### config.mk
export PLATFORM = sky130hd
export DESIGN_NAME = microsequencer_next_state
export DESIGN_NICKNAME = d
export VERILOG_FILES = /design/src/rtl/microsequencer_next_state.sv
export SDC_FILE = /design/constraint.sdc
export NUM_CORES = 1
export LEC_CHECK = 0
export CAP_MARGIN = 10
export CORE_MARGIN = 2
export CORE_UTILIZATION = 50
export DETAILED_ROUTE_END_ITERATION = 7
export HOLD_SLACK_MARGIN = 0.08
export PLACE_DENSITY = 0.85
export SLEW_MARGIN = 10
export SYNTH_ARGS = -nofsm -noshare
export SYNTH_HDL_FRONTEND = slang
export SYNTH_SLANG_ARGS = --single-unit
### constraint.sdc
create_clock -name Clk -period 5.1 [get_ports Clk]
set_input_delay 1.275 -clock Clk [delete_from_list [all_inputs] [get_ports Clk]]
set_output_delay 1.275 -clock Clk [all_outputs]
set_load 0.02 [all_outputs]
### src/rtl/microsequencer_next_state.sv
`default_nettype none
// ============================================================================
// Module   : microsequencer_next_state
// Purpose  : Control-state register and next-state selection for the ARM
//            control unit, with condition evaluation and wait watchdog.
// Revision : 1.0 - initial release
// ============================================================================
module microsequencer_next_state #(
    parameter int unsigned          STATE_W     = 7,
    parameter logic [STATE_W-1:0]   RESET_STATE = '0,
    parameter logic [7:0]           MAX_WAIT    = 8'd255,
    parameter logic [STATE_W-1:0]   TRAP_STATE  = {STATE_W{1'b1}}
) (
    input  logic               Clk,
    input  logic               Reset_n,
    input  logic [STATE_W-1:0] EncState,
    input  logic [STATE_W-1:0] CRJump,
    input  logic [2:0]         N,
    input  logic [1:0]         CondSel,
    input  logic               Inv,
    input  logic               MOC,
    input  logic [3:0]         IRCond,
    input  logic [3:0]         Flags,
    output logic [STATE_W-1:0] State,
    output logic               CondTrue,
    output logic               Timeout,
    output logic [7:0]         WaitCount
);

    localparam logic [2:0] c_N_DECODE = 3'b000;
    localparam logic [2:0] c_N_INC    = 3'b001;
    localparam logic [2:0] c_N_JUMP   = 3'b010;
    localparam logic [2:0] c_N_CJUMP  = 3'b011;
    localparam logic [2:0] c_N_WAIT   = 3'b100;

    localparam logic [1:0] c_SEL_MOC  = 2'b00;
    localparam logic [1:0] c_SEL_ARM  = 2'b01;
    localparam logic [1:0] c_SEL_ONE  = 2'b10;

    localparam logic [7:0] c_WAIT_LAST = MAX_WAIT - 8'd1;

    logic [STATE_W-1:0] r_state;
    logic [7:0]         r_wait_count;
    logic               r_timeout;

    logic               w_flag_n, w_flag_z, w_flag_c, w_flag_v;
    logic               w_arm_ok;
    logic               w_src;
    logic               w_cnd;
    logic [STATE_W-1:0] w_inc;
    logic [STATE_W-1:0] w_next;
    logic               w_hold;
    logic               w_trap;

    assign {w_flag_n, w_flag_z, w_flag_c, w_flag_v} = Flags;

    always_comb begin
        w_arm_ok = 1'b0;
        case (IRCond)
            4'b0000: w_arm_ok = w_flag_z;
            4'b0001: w_arm_ok = !w_flag_z;
            4'b0010: w_arm_ok = w_flag_c;
            4'b0011: w_arm_ok = !w_flag_c;
            4'b0100: w_arm_ok = w_flag_n;
            4'b0101: w_arm_ok = !w_flag_n;
            4'b0110: w_arm_ok = w_flag_v;
            4'b0111: w_arm_ok = !w_flag_v;
            4'b1000: w_arm_ok = w_flag_c & !w_flag_z;
            4'b1001: w_arm_ok = !w_flag_c | w_flag_z;
            4'b1010: w_arm_ok = (w_flag_n == w_flag_v);
            4'b1011: w_arm_ok = (w_flag_n != w_flag_v);
            4'b1100: w_arm_ok = !w_flag_z & (w_flag_n == w_flag_v);
            4'b1101: w_arm_ok = w_flag_z | (w_flag_n != w_flag_v);
            4'b1110: w_arm_ok = 1'b1;
            default: w_arm_ok = 1'b0;
        endcase
    end

    always_comb begin
        w_src = 1'b0;
        case (CondSel)
            c_SEL_MOC: w_src = MOC;
            c_SEL_ARM: w_src = w_arm_ok;
            c_SEL_ONE: w_src = 1'b1;
            default:   w_src = 1'b0;
        endcase
    end

    assign w_cnd    = w_src ^ Inv;
    assign CondTrue = w_cnd;
    assign w_inc    = r_state + STATE_W'(1);

    // Mux selects whole sources, so an unselected input never reaches State.
    always_comb begin
        w_next = RESET_STATE;
        case (N)
            c_N_DECODE: w_next = EncState;
            c_N_INC:    w_next = w_inc;
            c_N_JUMP:   w_next = CRJump;
            c_N_CJUMP:  w_next = w_cnd ? CRJump : w_inc;
            c_N_WAIT:   w_next = w_cnd ? r_state : w_inc;
            default:    w_next = RESET_STATE;
        endcase
    end

    assign w_hold = (N == c_N_WAIT) && w_cnd;
    assign w_trap = w_hold && (r_wait_count == c_WAIT_LAST);

    always_ff @(posedge Clk or negedge Reset_n) begin
        if (!Reset_n) begin
            r_state      <= RESET_STATE;
            r_wait_count <= 8'd0;
            r_timeout    <= 1'b0;
        end else begin
            r_timeout <= w_trap;
            if (w_trap) begin
                r_state      <= TRAP_STATE;
                r_wait_count <= 8'd0;
            end else begin
                r_state      <= w_next;
                r_wait_count <= w_hold ? (r_wait_count + 8'd1) : 8'd0;
            end
        end
    end

    assign State     = r_state;
    assign WaitCount = r_wait_count;
    assign Timeout   = r_timeout;

endmodule
`default_nettype wire
==> results of run 1 <==
routing by layer:
layer	vias up	track usage (%)	routed length (µm)
li1	768	-	-
met1	751	26.03	1600
met2	73	43.02	2019
met3	15	3.712	216
met4	0	10.06	136
met5	-	0	0
stage by stage:
| stage | hold slack (ns) | utilization, % | cell area, µm² | power (mW) | worst slack [ns] |
|---|---|---|---|---|---|
| floorplan | 0.5982 | - | 1511 | 0.2273 | 1.034 |
| detailed placement | 0.5016 | 70.56 | 1979 | 0.2865 | 0.03306 |
| global route | 0.5584 | 72.52 | 2034 | 0.3878 | 0.1284 |
| global placement | 0.4932 | 70.56 | 1979 | 0.2815 | 0.1230 |
| finish | 0.5183 | 72.52 | 2034 | 0.3696 | 0.2329 |
| CTS | 0.5216 | 71.86 | 2016 | 0.3691 | 0.03595 |
how the worst max path moves through the flow:
stage               cells past startpoint       from        to
CTS                                     7  IRCond[0]  CondTrue
floorplan                               7  IRCond[1]  CondTrue
finish                                  7   Flags[3]  CondTrue
global route                            7   Flags[3]  CondTrue
global placement                        7  IRCond[0]  CondTrue
detailed placement                      7  IRCond[0]  CondTrue
final cells by class:
class / instances / area [µm²]
Timing Repair Buffer: 49 / 495.5
Sequential cell: 16 / 400.4
Multi-Input combinational cell: 158 / 1049
Clock buffer: 4 / 36.28
Fill cell: 214 / 770.7
Tap cell: 31 / 38.79
Inverter: 4 / 15.01
cell usage after synthesis, types with 4 or more instances:
master and instances:
mux2i_1 6, dfrtp_1 16, nand2b_1 5, a21oi_1 8
and3_1 5, nor2_1 28, o21ai_0 6, nand3_1 13
o211ai_1 8, xnor2_1 8, xor2_1 5, nand2_1 17
clkbuf_1 4, inv_1 4
where the power goes:
| part | internal, mW | total, mW | switching, mW |
|---|---|---|---|
| logic | 0.0707 | 0.144 | 0.0732 |
| registers | 0.133 | 0.142 | 0.00928 |
| clock network | 0.0435 | 0.0835 | 0.0400 |
logic make-up after synthesis:
kind of cell             Yosys count
AND/OR/NAND/NOR                   93
AO/OA/AOI/OAI                     36
flip-flops                        16
buffers and inverters             14
XOR/XNOR                          13
multiplexers                      13
adder cells (fa/ha/maj)            3
worst max-delay path: stages:
cell and delay (ns):
clkdlybuf4s50_1 0.45, xnor2_1 0.32, mux2i_1 0.17, nor4_4 0.33, mux2_4 0.37, nand2_4 0.07
clkdlybuf4s50_1 0.60
registers in the layout (all words and copies together) (netlist names):
name and cells:
Timeout 1, State 7, WaitCount 8
==> metrics.md, run 1 <==
| Metric | Value |
|---|---|
| Outcome | `finished, violations left` |
| Violated checks | `DRC` |
| Final period utilization | `95.43%` |
| Dpl hpwl | `3177 µm` |
| I/O pin cnt | `between 40 and 50` |
| Synth unique cells | `between 40 and 50` |
| Clock sink count | `16` |
| Hold Path Sink | `WaitCount[0]$_DFF_PN0_` |
| First-pass GRT wire length | `roughly 6300 µm` |
| Fmax achieved | `~0.21 GHz` |
| Compound-cell area share of the yosys netlist | `16.72%` |
| Final count of hold timing violations | `0` |
| Row count | `19` |
| Hold_buf cts | `0` |
| Cells on Worst Hold Path | `1` |
| Power density over the cells | `~180 nW/µm²` |
| Ys async rst share | `between 90% and 100%` |
| Synth Instances | `188` |
| Hold path startpoint | `WaitCount[0]$_DFF_PN0_` |
| Largest net degree at the start of global routing | `17` |
| Synthesis-stage register bit count | `16` |
| Post-DR vias/cell | `6.134` |
| H-tree Lvls | `1` |
| Via count | `~1.6k` |
| GR Overflow Total | `0` |
| DRT iter0 DRCs | `around 110` |
| WP data required | `between 3 and 4 ns` |
| Setup CP Type | `in2out` |
| Antenna Cells | `0` |
| Synth top area share | `26.49%` |
| Setup violators final | `0` |
| Synth area leader | `dfrtp_1` |
| Synthesized area per cell | `roughly 8.0 µm²` |
| Slew margin rel. | `a little over two fifths` |
| WL/cell | `15.16 µm` |
| Final net count | `266` |
| Post-CTS setup buffers | `0` |
| 1st-pass router iterations | `6` |
| Max VDD drop | `0.0001471 V` |
| Top cells by area, synth | `dfrtp_1 26%, nor2_1 7.0%, xnor2_1 4.6%` |
| Syn Nets | `222` |
| Max FO, Critical Path | `5` |
| Die height | `58.98 µm` |
| CTS Buf Count | `3` |
| Worst reg2reg path startpoint | `State[0]$_DFFE_PN0P_` |
| CTS Buffer Depth | `2` |
| Dominant synthesized flop cell | `dfrtp_1` |
| Synth Area in Simple Gates | `32.62%` |
| Layout cells sized above 1 | `under 10%` |
| Crit path launch type | `primary input` |
| Reg2reg end | `State[6]$_DFFE_PN0P_` |
| Lkg Pwr | `between 0.8 and 0.9 nW` |
| Initial antenna violation count | `0` |
| CTS resizes | `0` |
| Finished Layout Cells | `262` |
| R2r setup slk | `around 3.2 ns` |
| Main combinational cell family by area after synthesis | `simple AND/OR/NAND/NOR gates` |
| GP Congestion | `between 0.8 and 0.9` |
| Total core area | `2805 µm²` |
| Die area | `3479 µm²` |
| Antenna-violating nets left | `0` |
| Total GRT Usage | `23.25%` |
| Setup crit end kind | `output port` |
| CTS root buf | `clkbuf_4` |
| Worst Path Arrival | `roughly 3.6 ns` |
| Max-cap viol count | `0` |
| Placed Instances | `258` |
| CTS tree | `yes` |
| Post-Synth Adder-Cell Area | `around 2.5%` |
| Min-delay worst type | `reg2reg` |
| Final setup TNS | `0 ns` |
| Commonest non-fill, non-tap cell in the layout | `clkdlybuf4s50_1` |
| Initial Util | `a little over half` |
| Post-synth EDFFs | `0` |
| Input/output buffers | `47` |
| Clock skew | `0.006300 ns` |
| Vias in the first global route | `1518` |
| Post-route minimum period | `4.867 ns` |
| Die W | `58.98 µm` |
| Post-synthesis sequential area ratio | `a little over a quarter` |
| Clk Latency, worst-skew pair | `a little under 0.3 ns` |
| Yosys warnings | `0` |
| Worst R2R Path Depth | `8` |
| Drt total wl | `between 3000 and 4000 µm` |
| Xor and xnor area share after synthesis | `under 10%` |
| Slew @ Worst Pin | `around 0.84 ns` |
| RSZ-0062 raised after global routing | `no` |
| Detailed-route DRC error count | `2` |
| Mux cell area share after synthesis | `about a tenth` |
| Worst-path clk slew | `0.09 ns` |
| Most frequent cells in the layout | `43 x clkdlybuf4s50_1, 28 x nor2_1, 17 x nand2_1` |
| Area grow syn2layout | `34.60%` |
| Slew Limit Fails | `0` |
| Post-Syn Area | `1511 µm²` |
No activity file was read; power rests on OpenSTA's default activity.
==> run 2: changes to the inputs <==
--- a/config.mk
+++ b/config.mk
@@ -8,6 +8,7 @@
 export CAP_MARGIN = 10
 export CORE_MARGIN = 2
 export CORE_UTILIZATION = 50
+export CTS_CLUSTER_SIZE = 40
 export DETAILED_ROUTE_END_ITERATION = 7
 export HOLD_SLACK_MARGIN = 0.08
 export PLACE_DENSITY = 0.85
==> results of run 2 <==
Final layout, timing and power as in run 1 (identical DEF).
==> run 3: changes to the inputs <==
--- a/config.mk
+++ b/config.mk
@@ -5,13 +5,13 @@
 export SDC_FILE = /design/constraint.sdc
 export NUM_CORES = 1
 export LEC_CHECK = 0
-export CAP_MARGIN = 10
-export CORE_MARGIN = 2
-export CORE_UTILIZATION = 50
+export CAP_MARGIN = 30
+export CORE_UTILIZATION = 52
+export CTS_BUF_LIST = sky130_fd_sc_hd__clkbuf_2 sky130_fd_sc_hd__clkbuf_4 sky130_fd_sc_hd__clkbuf_8
 export CTS_CLUSTER_SIZE = 40
 export DETAILED_ROUTE_END_ITERATION = 7
 export HOLD_SLACK_MARGIN = 0.08
-export PLACE_DENSITY = 0.85
+export PLACE_DENSITY = 0.88
 export SLEW_MARGIN = 10
 export SYNTH_ARGS = -nofsm -noshare
 export SYNTH_HDL_FRONTEND = slang
==> run 3 against run 2 <==
Wire length shrank 12%. Die area is 10% lower. Critical path depth did not move. Global-route usage up 0.94 points. Final area decreased by 0.80%. Clock power down 25%. The run now ends clean. Non-clock buffer count is the same. Maximum frequency fell by 2.9%. First-iteration DRC count shrank 63%. Highest routed layer unchanged. Cell count fell by 0.38%.
==> metrics.md, run 3 (same netlist as run 1, synthesis figures left out) <==
| Metric | Value |
|---|---|
| WP data required | `3.83 ns (about the same)` |
| # fillers | `236 (+10%)` |
| Max FO, Critical Path | `9 (+4)` |
| Slew @ Worst Pin | `0.8265 ns (-0.01118 ns)` |
| Setup CP Type | `in2out` |
| Input/output buffers | `47 (unchanged)` |
| DRT iter0 DRCs | `40 (-63%)` |
| Outcome | `complete, no violations` |
| Final net count | `266 (unchanged)` |
| Largest net degree at the start of global routing | `17 (unchanged)` |
| Clock sink count | `16 (unchanged)` |
| Total core area | `2758 µm² (-1.7%)` |
| Pwr Total | `346.8 µW (-6.2%)` |
| Worst Path Arrival | `3.74 ns (+0.15 ns)` |
| Clk Latency, worst-skew pair | `0.28 ns (about the same)` |
| Clock skew | `0.004216 ns (-0.002084 ns)` |
| Switching part of the total | `33.36% (+0.24 points)` |
| Worst-path clk slew | `0.08 ns (about the same)` |
| RSZ-0062 raised after global routing | `no` |
| Initial Util | `54.81% (+0.93 points)` |
| Max VDD drop | `0.0002015 V (+37%)` |
| Drt total wl | `3485 µm (-12%)` |
| Antenna-violating nets left | `0 (unchanged)` |
| Setup violators final | `0 (unchanged)` |
| Max-cap viol count | `0 (unchanged)` |
| Post-route minimum period | `5.012 ns (+0.1451 ns)` |
| Final setup TNS | `0 ns (unchanged)` |
| First-pass GRT wire length | `6030 µm (-4.3%)` |
| Final count of hold timing violations | `0 (unchanged)` |
| Die height | `55.92 µm (-5.2%)` |
| Layout cells sized above 1 | `6.087% (-0.41 points)` |
| Detailed-route DRC error count | `0 (-2)` |
| WL/cell | `13.35 µm (-12%)` |
| Die W | `55.92 µm (-5.2%)` |
| Antenna Cells | `0 (unchanged)` |
| Power density over the cells | `171.8 nW/µm² (-5.4%)` |
| Commonest non-fill, non-tap cell in the layout | `clkdlybuf4s50_1` |
| Post-CTS setup buffers | `0 (unchanged)` |
| Die area | `3126 µm² (-10%)` |
| H-tree Lvls | `1 (unchanged)` |
| Clock Power Share | `18.1% (-4.5 points)` |
| I/O pin cnt | `48 (unchanged)` |
| Min-delay worst type | `reg2reg` |
| CTS Buffer Depth | `2 (unchanged)` |
| Via count | `1518 (-5.5%)` |
| CTS root buf | `clkbuf_4` |
| Lkg Pwr | `0.7933 nW (-2.0%)` |
| Final period utilization | `98.28% (+2.8 points)` |
| CTS tree | `yes` |
| GR Overflow Total | `0 (unchanged)` |
| Flop pwr share | `41.0% (+2.5 points)` |
| Psw | `115.7 µW (-5.5%)` |
| Initial antenna violation count | `0 (unchanged)` |
| Slew Limit Fails | `0 (unchanged)` |
| Row count | `19 (unchanged)` |
| Total GRT Usage | `24.19% (+0.94 points)` |
| Post-DR vias/cell | `5.816 (-5.2%)` |
| Area grow syn2layout | `33.53%` |
| Comb pwr share | `40.8% (+1.9 points)` |
| Dpl hpwl | `2784 µm (-12%)` |
| Vias in the first global route | `1424 (-6.2%)` |
| Crit path launch type | `primary input` |
| Setup crit end kind | `output port` |
| GP Congestion | `0.8665 (-3.7%)` |
| CTS Buf Count | `3 (unchanged)` |
| Most frequent cells in the layout | `44 x clkdlybuf4s50_1, 28 x nor2_1, 17 x nand2_1` |
| Slew margin rel. | `44.48% (+0.75 points)` |
| Power Internal | `231.1 µW (-6.5%)` |
| 1st-pass router iterations | `4 (-2)` |
| Largest register FFs | `8 (unchanged)` |
| Fmax achieved | `0.1995 GHz (-2.9%)` |
run 3: cell type report:
cell class / count / area (µm²) / share of cell area, %
sequential: 16 / 400.4 / 19.84
clock buffer: 3 / 22.52 / 1.116
inverter: 4 / 15.01 / 0.7440
tap: 31 / 38.79 / 1.922
timing repair buffer: 49 / 493.0 / 24.43
multi-input combinational: 158 / 1049 / 51.95
run 3: per-stage QoR:
stage	worst slack [ns]	util, %	cells	hold slack, ns	area (µm²)
floorplan	1.034	-	188	0.5982	1511
global placement	0.1121	71.78	258	0.5017	1979
detailed placement	0.08324	71.78	258	0.5075	1979
CTS	0.08193	72.60	261	0.5193	2002
global route	0.01006	73.19	261	0.5527	2018
finish	0.08772	73.19	261	0.5139	2018
run 3: layer usage:
| metal | global-route usage, % | share of wire (%) |
|---|---|---|
| met3 | 5.581 | 4.6 |
| met5 | 0 | 0 |
| met4 | 7.317 | 0.75 |
| met1 | 29.59 | 43 |
| met2 | 42.34 | 52 |
run 3: worst paths after layout:
| kind | cells after the start | to | slack (ns) | from |
|---|---|---|---|---|
| setup reg to reg | 8 | State[6]$_DFFE_PN0P_ | 3.28 | State[0]$_DFFE_PN0P_ |
| hold / removal | 1 | WaitCount[0]$_DFF_PN0_ | 0.51 | WaitCount[0]$_DFF_PN0_ |
| min in group asynchronous | 1 | State[4]$_DFFE_PN0P_ | 1.40 | Reset_n |
| hold reg to reg | 1 | WaitCount[0]$_DFF_PN0_ | 0.51 | WaitCount[0]$_DFF_PN0_ |
| max in group asynchronous | 1 | State[0]$_DFFE_PN0P_ | 3.27 | Reset_n |
| setup / recovery | 7 | CondTrue | 0.09 | IRCond[1] |
run 3: power groups by stage:
stage	combinational (mW)	clock, mW	sequential [mW]
final	0.142	0.0629	0.142
after global routing	0.155	0.0736	0.144
after CTS	0.141	0.0649	0.142
after detailed placement	0.140	0	0.145
after global placement	0.138	0	0.145
after floorplan	0.0764	0	0.151
run 3: what timing repair did:
action / CTS / global route
endpoints found under the hold margin: 0 / 0
resized for setup: 0 / 4
setup endpoints to repair: 0 / 1
hold buffers: 0 / 0
run 3: critical path: stages:
cell,delay (ns)
clkdlybuf4s50_1,0.54
or4b_1,0.56
o22ai_1,0.24
nor4_4,0.10
mux2_4,0.36
nand2_4,0.07
clkdlybuf4s50_1,0.59
